$ cat src/rtl/uart_receiver.sv
// ============================================================================
// Module : uart_receiver
// Purpose: Serial-to-parallel UART receive stage. Works from a 16x
//          oversampling strobe (sample_ENABLE) supplied by the baud
//          controller. A frame is one start bit (0), DATA_BITS data bits sent
//          LSB first, an optional parity bit and one stop bit (1). Each
//          completed frame updates Rx_DATA and the error flags. A clean frame
//          also raises a one-clock Rx_VALID pulse.
//
// Parameters:
//   DATA_BITS   data bits per frame (5..8)
//   OVERSAMPLE  sample_ENABLE ticks per bit period (16 with a 4-bit counter)
//   PARITY_EN   1 = parity bit follows the data, 0 = no parity bit
//   PARITY_ODD  0 = even parity, 1 = odd parity
//
// Ports:
//   clk            in   system clock
//   reset          in   asynchronous, active-high reset
//   Rx_EN          in   receiver enable; low holds the receiver in IDLE
//   sample_ENABLE  in   one-clock strobe at OVERSAMPLE x baud ("tick")
//   RxD            in   asynchronous serial line, idle high
//   Rx_DATA        out  data of the last completed frame
//   Rx_VALID       out  one-clock pulse when the last frame was error free
//   Rx_FERROR      out  stop bit of the last frame was sampled low
//   Rx_PERROR      out  parity of the last frame did not match
// ============================================================================
module uart_receiver #(
    parameter int DATA_BITS  = 8,
    parameter int OVERSAMPLE = 16,
    parameter int PARITY_EN  = 1,
    parameter int PARITY_ODD = 0
) (
    input  logic                 clk,
    input  logic                 reset,
    input  logic                 Rx_EN,
    input  logic                 sample_ENABLE,
    input  logic                 RxD,
    output logic [DATA_BITS-1:0] Rx_DATA,
    output logic                 Rx_VALID,
    output logic                 Rx_FERROR,
    output logic                 Rx_PERROR
);

    // The bit index only has to count to DATA_BITS-1.
    localparam int IDX_W = (DATA_BITS > 1) ? $clog2(DATA_BITS) : 1;

    // The start bit is checked halfway through its period. Once that check
    // succeeds, the counter is cleared. Every later bit is then sampled a
    // full bit period after the previous sample, so each sample lands near
    // the middle of its bit.
    localparam logic [3:0]       CNT_MID  = 4'(OVERSAMPLE / 2 - 1);
    localparam logic [3:0]       CNT_LAST = 4'(OVERSAMPLE - 1);
    localparam logic [IDX_W-1:0] IDX_LAST = IDX_W'(DATA_BITS - 1);

    typedef enum logic [2:0] {
        ST_IDLE,
        ST_START,
        ST_DATA,
        ST_PARITY,
        ST_STOP
    } state_t;

    state_t                 state_q, state_d;
    logic [3:0]             cnt_q, cnt_d;
    logic [IDX_W-1:0]       idx_q, idx_d;
    logic [DATA_BITS-1:0]   shift_q, shift_d;
    logic                   perr_q, perr_d;
    logic [DATA_BITS-1:0]   data_q, data_d;
    logic                   valid_q, valid_d;
    logic                   ferr_out_q, ferr_out_d;
    logic                   perr_out_q, perr_out_d;
    logic                   rxd_meta_q, rxd_meta_d;
    logic                   rxd_s_q, rxd_s_d;
    logic                   parity_exp;

    // Register bank. All flops reset asynchronously. The two synchroniser
    // flops reset to 1, so the receiver never sees a false start bit while
    // it leaves reset.
    always_ff @(posedge clk or posedge reset) begin
        if (reset) begin
            state_q    <= ST_IDLE;
            cnt_q      <= '0;
            idx_q      <= '0;
            shift_q    <= '0;
            perr_q     <= 1'b0;
            data_q     <= '0;
            valid_q    <= 1'b0;
            ferr_out_q <= 1'b0;
            perr_out_q <= 1'b0;
            rxd_meta_q <= 1'b1;
            rxd_s_q    <= 1'b1;
        end else begin
            state_q    <= state_d;
            cnt_q      <= cnt_d;
            idx_q      <= idx_d;
            shift_q    <= shift_d;
            perr_q     <= perr_d;
            data_q     <= data_d;
            valid_q    <= valid_d;
            ferr_out_q <= ferr_out_d;
            perr_out_q <= perr_out_d;
            rxd_meta_q <= rxd_meta_d;
            rxd_s_q    <= rxd_s_d;
        end
    end

    // Next-state and datapath logic. Every register holds its value unless a
    // tick moves the frame forward. Rx_VALID is the one exception: it
    // defaults to 0, so it can only ever be high for a single clock.
    //
    // Dropping Rx_EN forces a return to IDLE on the next clock, whether or
    // not a tick is present. The frame in progress is dropped. The previously
    // reported data and error flags stay as they were.
    //
    // The error flags are cleared only when a start bit is confirmed. This
    // means a rejected glitch leaves the previous frame's status untouched.
    always_comb begin
        state_d    = state_q;
        cnt_d      = cnt_q;
        idx_d      = idx_q;
        shift_d    = shift_q;
        perr_d     = perr_q;
        data_d     = data_q;
        valid_d    = 1'b0;
        ferr_out_d = ferr_out_q;
        perr_out_d = perr_out_q;
        rxd_meta_d = RxD;
        rxd_s_d    = rxd_meta_q;
        parity_exp = (^shift_q) ^ (PARITY_ODD != 0);

        if (!Rx_EN) begin
            state_d = ST_IDLE;
            cnt_d   = '0;
            idx_d   = '0;
        end else if (sample_ENABLE) begin
            unique case (state_q)
                ST_IDLE: begin
                    if (!rxd_s_q) begin
                        state_d = ST_START;
                        cnt_d   = '0;
                    end
                end

                ST_START: begin
                    if (cnt_q == CNT_MID) begin
                        cnt_d = '0;
                        if (!rxd_s_q) begin
                            state_d    = ST_DATA;
                            idx_d      = '0;
                            perr_d     = 1'b0;
                            ferr_out_d = 1'b0;
                            perr_out_d = 1'b0;
                        end else begin
                            // The line went high again before mid-bit, so
                            // this was a glitch and not a start bit.
                            state_d = ST_IDLE;
                        end
                    end else begin
                        cnt_d = cnt_q + 4'd1;
                    end
                end

                ST_DATA: begin
                    if (cnt_q == CNT_LAST) begin
                        cnt_d   = '0;
                        // Bits arrive LSB first and shift in from the top,
                        // so the first bit ends up in bit 0.
                        shift_d = {rxd_s_q, shift_q[DATA_BITS-1:1]};
                        if (idx_q == IDX_LAST) begin
                            idx_d   = '0;
                            state_d = (PARITY_EN != 0) ? ST_PARITY : ST_STOP;
                        end else begin
                            idx_d = idx_q + 1'b1;
                        end
                    end else begin
                        cnt_d = cnt_q + 4'd1;
                    end
                end

                ST_PARITY: begin
                    if (cnt_q == CNT_LAST) begin
                        cnt_d   = '0;
                        state_d = ST_STOP;
                        if (rxd_s_q != parity_exp) begin
                            perr_d = 1'b1;
                        end
                    end else begin
                        cnt_d = cnt_q + 4'd1;
                    end
                end

                ST_STOP: begin
                    if (cnt_q == CNT_LAST) begin
                        // Rx_DATA is updated on every frame, even a bad one.
                        // Only a clean frame raises Rx_VALID. After a low stop
                        // bit, the receiver goes back to IDLE. If the line is
                        // still low there (a break), IDLE detects a new start
                        // bit straight away.
                        cnt_d      = '0;
                        state_d    = ST_IDLE;
                        data_d     = shift_q;
                        ferr_out_d = ~rxd_s_q;
                        perr_out_d = perr_q;
                        valid_d    = rxd_s_q & ~perr_q;
                    end else begin
                        cnt_d = cnt_q + 4'd1;
                    end
                end

                default: begin
                    state_d = ST_IDLE;
                    cnt_d   = '0;
                    idx_d   = '0;
                end
            endcase
        end
    end

    // The outputs come directly from flops, so downstream logic sees no
    // glitches.
    assign Rx_DATA   = data_q;
    assign Rx_VALID  = valid_q;
    assign Rx_FERROR = ferr_out_q;
    assign Rx_PERROR = perr_out_q;

endmodule
$ cat config.mk
export PLATFORM = sky130hd
export DESIGN_NAME = uart_receiver
export DESIGN_NICKNAME = d
export VERILOG_FILES = /design/src/rtl/uart_receiver.sv
export SDC_FILE = /design/constraint.sdc
export NUM_CORES = 1
export LEC_CHECK = 0
export CORE_AREA = 2 2 51 64
export CTS_CLUSTER_SIZE = 20
export DETAILED_ROUTE_END_ITERATION = 7
export DIE_AREA = 0 0 53 66
export HOLD_SLACK_MARGIN = 0.05
export PLACE_DENSITY = 0.86
export SLEW_MARGIN = 25
export SYNTH_ARGS = -nofsm -noshare
export SYNTH_HDL_FRONTEND = slang
export SYNTH_SLANG_ARGS = --single-unit
$ cat constraint.sdc
create_clock -name clk -period 2.8 [get_ports clk]
set_input_delay 0.56 -clock clk [delete_from_list [all_inputs] [get_ports clk]]
set_output_delay 0.56 -clock clk [all_outputs]
set_load 0.03 [all_outputs]
; ---- Word-level counts from Yosys, hierarchy flattened
; Index checks and enable logic that the tools add are counted.
[word_totals]
ff_bits = 32
inputBits = 5
elab_cells = 87
[op_classes]
n_addsub = 2
n_eq_ne = 22
muxes = 36
bitwise_logic = 3
reduce_logical = 13
[op_table]
columns = op, count
row1 = two-way mux 3 bit, 14
row2 = != test 3 bit (second input constant), 7
row3 = two-way mux 4 bit, 5
row4 = case mux 3 bit (5 select lines), 1
row5 = AND reduction 7 bit, 2
row6 = != test 2 bit (second input constant), 6
row7 = case mux 4 bit (3 select lines), 1
row8 = two-way mux 1 bit, 10
row9 = case mux 3 bit (3 select lines), 1
row10 = AND reduction 4 bit, 2
row11 = parity 8 bit, 1
row12 = equality test 3 x 2 -> 1 bit (second input constant), 2
row13 = equality test 3 bit (second input constant), 2
row14 = case mux 1 bit (2 select lines), 3
row15 = AND reduction 6 bit, 1
row16 = OR reduction 3 bit, 2
row17 = AND reduction 5 bit, 1
row18 = adder 4 x 1 -> 4 bit (second input constant), 1
row19 = equality test 4 x 3 -> 1 bit (second input constant), 1
row20 = equality test 4 bit (second input constant), 1
row21 = nonzero test 2 bit, 2
row22 = adder 3 x 1 -> 3 bit (second input constant), 1
row23 = equality test 3 x 1 -> 1 bit (second input constant), 1
row24 = zero test 3 bit, 1
row25 = other kinds (6), 7

; ---- Longest topological paths before layout
[logic_depth]
ltp_word = 6
ltp_mapped = 5
mapped_depth_nobuf = 5

; ---- Least setup slack after synthesis
; OpenSTA, ideal clock, no wires.
[synth_timing]
path_type = reg-to-reg
start = reg cnt_q[3]
end = reg state_q[0]
setup_time_ns = 0.125
t_arrival_ns = 1.513
required_time_ns = 2.675
setup_slack_ns = 1.162
path_stages_with_launch = 5
period_less_slack_ns = 1.638
cell_sequence = dfrtp_1 or3_1 a21oi_2 o21a_2 mux2_2
[synth_between]
elab_chain_len = 3
word_cells_on_any_way = 7
cone_classes = eq/ne (6) / reduce/logical (1)
[synth_lines]
columns = item, line
row1 = start: declaration, 64  ; logic [3:0] cnt_q, cnt_d;
row2 = start signal: assignment, 94  ; cnt_q <= cnt_d;
row3 = equality test 4 bit / equality test 4 x 3 -> 1 bit (equally long branches), --
row4 = != test 3 bit (no source line), --
row5 = AND reduction 7 bit (no source line) (*), --
row6 = end signal: assignment, 93  ; state_q <= state_d;
row7 = end: declaration, 63  ; state_t state_q, state_d;
; Mark *: on every way between the ends. The rest lies on a longest branch, timed or not.
; A chain may end at the register's enable or synchronous reset.

; ---- Worst setup path after layout
[layout_timing]
start = in sample_ENABLE
end = reg state_q[0]
[layout_between]
elab_chain_len = 2
[layout_lines]
columns = item, line
row1 = start: declaration, 36  ; input logic sample_ENABLE,
row2 = != test 2 x 1 -> 1 bit (no source line), --
row3 = AND reduction 7 bit (no source line), --
; Every way passes these cells.

==> flow_metrics.py <==
metrics = {
    "clocking": {
        "cts_tree": "built",
        "cts_max_path_buffers": 2,
        "cts_setup_buffers": 0,
        "htree_levels": 2,
        "cts_buffers": 5,
        "cts.sink_count": 32,
        "cts_hold_buf": 0,
        "root_buffer": "clkbuf_4",
        "cts_resized": 0,
        "path_clk_slew_ns": 0.11,
        "clk_latency_ns": 0.34,
    },
    "synth": {
        "yosys-top-cells-area": "dfrtp_1 46%, mux2_2 12%, dfstp_2 3.2%, ha_1 2.3%, o21ai_0 2.1%",
        "yosysTopAreaCellShare_pct": 45.84,
        "syn_nets": 137,
        "yosysWarnings": 0,
        "yosysSeqAreaShare_pct": 49.05,
        "synth_cells": 129,
        "syn_area_um2": 1638,
        "postSynth.asyncResetShare_pct": 100.0,
        "yosysUniqueCellTypes": 47,
        "synth-seq-cells": 32,
        "post-synth-top-area-cell": "dfrtp_1",
        "synth_enable_flop_cells": 0,
        "avgSynthCellArea_um2": 12.70,
        "synth_ff_type": "dfrtp_1",
    },
    "timing": {
        "slew_violations": 0,
        "grt_setup_unrepaired": "false",
        "relSlewSlack_pct": 70.30,
        "clock_skew_ns": 0.01681,
        "hold_violations": 0,
        "fin_crit_ns": 2.017,
        "fin_crit_sh_pct": 72.04,
        "setup_viol": 0,
        "fin_tns_setup_ns": 0,
        "tightest_slew_ns": 0.4455,
        "hold_ws_ns": 0.3675,
        "max_freq_mhz": 495.8,
    },
    "critical_path": {
        "cp.arrival_ns": 2.26,
        "worstRegToRegCells": 4,
        "start_kind": "input port",
        "cp_slowest_cell": "clkdlybuf4s50_1",
        "r2r-end": "state_q[0]",
        "slowest_delay_ns": 0.64,
        "path_max_fanout": 6,
        "r2r_setup_slack_ns": 0.93,
        "worst-setup-path-type": "in -> reg",
        "startpoint": "sample_ENABLE",
        "end_kind": "register",
        "crit_required_ns": 3.04,
        "worstPathCellList": "clkdlybuf4s50_1, inv_1, o21ai_1, o21a_2, mux2_2",
        "r2r-start": "state_q[2]",
        "crit_end": "state_q[0]",
    },
    "layout": {
        "final_cells": 185,
        "nets": 156,
        "area_growth_pct": 15.13,
        "fin_area_um2": 1886,
        "drive_gt1_share_pct": 28.19,
        "antenna_cells": 0,
    },
    "floorplan": {
        "io_pins": 16,
        "die_w_um": 53,
        "fp.dieH_um": 66,
        "initial_core_util_pct": 56.67,
        "core_um2": 2890,
        "dieArea_um2": 3498,
        "num_rows": 22,
    },
    "routing": {
        "drc": 0,
        "drtPass1Iterations": 4,
        "via_per_inst": 5.908,
        "wl_per_cell_um": 16.78,
        "vias": 1093,
        "drtIter0Drc": 10,
        "drtAntennaViolNets": 0,
        "routed_wl_um": 3105,
    },
    "run_status": {
        "status": "finished clean",
    },
    "placement": {
        "placedCellCount": 177,
        "dpl_cell_area_um2": 1805,
        "place.gp.congestion": 0.8638,
        "numPortBuffers": 15,
        "detailed_place_hpwl_um": 2275,
    },
    "global_route": {
        "grt_max_degree": 33,
        "grt_pass1_wl_um": 5333,
        "grt_pass1_vias": 1212,
        "gr-total-overflow": 0,
        "grt_antenna_before_repair": 0,
        "grt_usage_pct": 21.50,
    },
    "pwr": {
        "power_density_nw_per_um2": 585.2,
        "switching_share_pct": 30.18,
        "internal_power_uw": 770.5,
        "seq_power_share_pct": 50.2,
        "vdd_drop_max_v": 0.0004584,
        "p_sw_uw": 333.0,
        "p_comb_share_pct": 18.3,
        "pwr-share-clk_pct": 31.5,
        "power.leakage_uw": 0.0009220,
    },
    "min_path": {
        "min_from": "rxd_meta_q",
        "worst_hold_path_type": "reg -> reg",
    },
    "run": {
        "maxCapViolCount": 0,
    },
}
## synth_stat cells (2+ instances only)
library cell / number
or3_1: 2
o31ai_1: 2
ha_1: 3
o21a_1: 2
nor3_1: 2
nor2_1: 2
xor2_1: 2
nor3b_1: 2
a22o_1: 2
and3_1: 3
nand3_1: 2
dfstp_2: 2
buf_6: 2
dfrtp_1: 30
xnor2_1: 4
inv_1: 4
nand2_1: 7
a21o_1: 2
nor2b_1: 3
o21ai_0: 7
mux2_2: 18
## cell type report
class | count | area [um^2]
Clock inverter | 3 | 42.54
Tap cell | 36 | 45.04
Inverter | 4 | 15.01
Multi-Input combinational cell | 89 | 784.5
Timing Repair Buffer | 16 | 157.7
Sequential cell | 32 | 803.3
Fill cell | 233 | 1005
Clock buffer | 5 | 37.54
## logic make-up (layout without fill, tap and decap cells)
group           Yosys count  in the layout  synth area share [%]
compound gates           26             26                 11.46
xor+xnor                  7              7                 4.584
fa+ha+maj                 3              3                 2.292
buf+inv                   8             28                 3.055
flops                    32             32                 49.05
mux                      19             19                 13.29
simple gates             34             34                 16.27
## metal layers
metal | GRT usage (%) | routed length (um) | vias up
met1 | 22.57 | 1327 | 545
met4 | 11.22 | 85 | 0
li1 | - | - | 511
met5 | 0 | 0 | -
met2 | 37.66 | 1572 | 29
met3 | 6.335 | 120 | 8
## power groups by stage
stage	registers [uW]	clock network, uW	logic (uW)
2_1_floorplan	515	0	223
5_1_grt	560	377	229
3_5_place_dp	562	0	203
6_report	553	348	202
3_3_place_gp	557	0	189
4_1_cts	553	359	204
## stage by stage
step	total power (uW)	setup slack, ns	util [%]
final	1103	0.7829	65.24
after floorplan	738.7	1.162	-
after CTS	1116	0.8074	65.24
after global routing	1167	0.7362	65.24
after global placement	746.7	0.5019	62.47
after detailed placement	765.1	0.4303	62.47
## critical path, delay by kind of cell
family,cells,cell delay (ns)
AO/OA/AOI/OAI,2,0.62
buffers and inverters,2,0.75
multiplexers,1,0.33
## how the worst min path moves through the flow
stage | end | slack (ns) | depth (start not counted)
after floorplan | rxd_s_q | 0.35 | 0
after global placement | rxd_s_q | 0.35 | 0
after detailed placement | rxd_s_q | 0.35 | 0
after CTS | rxd_s_q | 0.37 | 0
after global routing | rxd_s_q | 0.37 | 0
final | rxd_s_q | 0.37 | 0
## state kept, by name, summed over array words and instances (netlist names)
| register | flops |
|---|---|
| Rx_DATA | 8 |
| shift_q | 8 |
| cnt_q | 4 |
| idx_q | 3 |
| state_q | 3 |
| Rx_FERROR | 1 |
| Rx_PERROR | 1 |
| Rx_VALID | 1 |
| perr_q | 1 |
| rxd_meta_q | 1 |
| rxd_s_q | 1 |
## placed cells by master (no fill, tap or decap), types with 2 or more instances in the layout
master and instances:
clkdlybuf4s50_1 15, nand3_1 2, and3_1 3, nor3_1 2, clkbuf_4 5, o21ai_0 7
mux2_2 18, nor2b_1 3, xnor2_1 4, dfstp_2 2, dfrtp_1 30, o21a_1 2
nand2_1 7, inv_1 4, nor3b_1 2, nor2_1 2, xor2_1 2, ha_1 3
o31ai_1 2, a21o_1 2, a22o_1 2, or3_1 2
No activity file was read; power rests on OpenSTA's default activity.
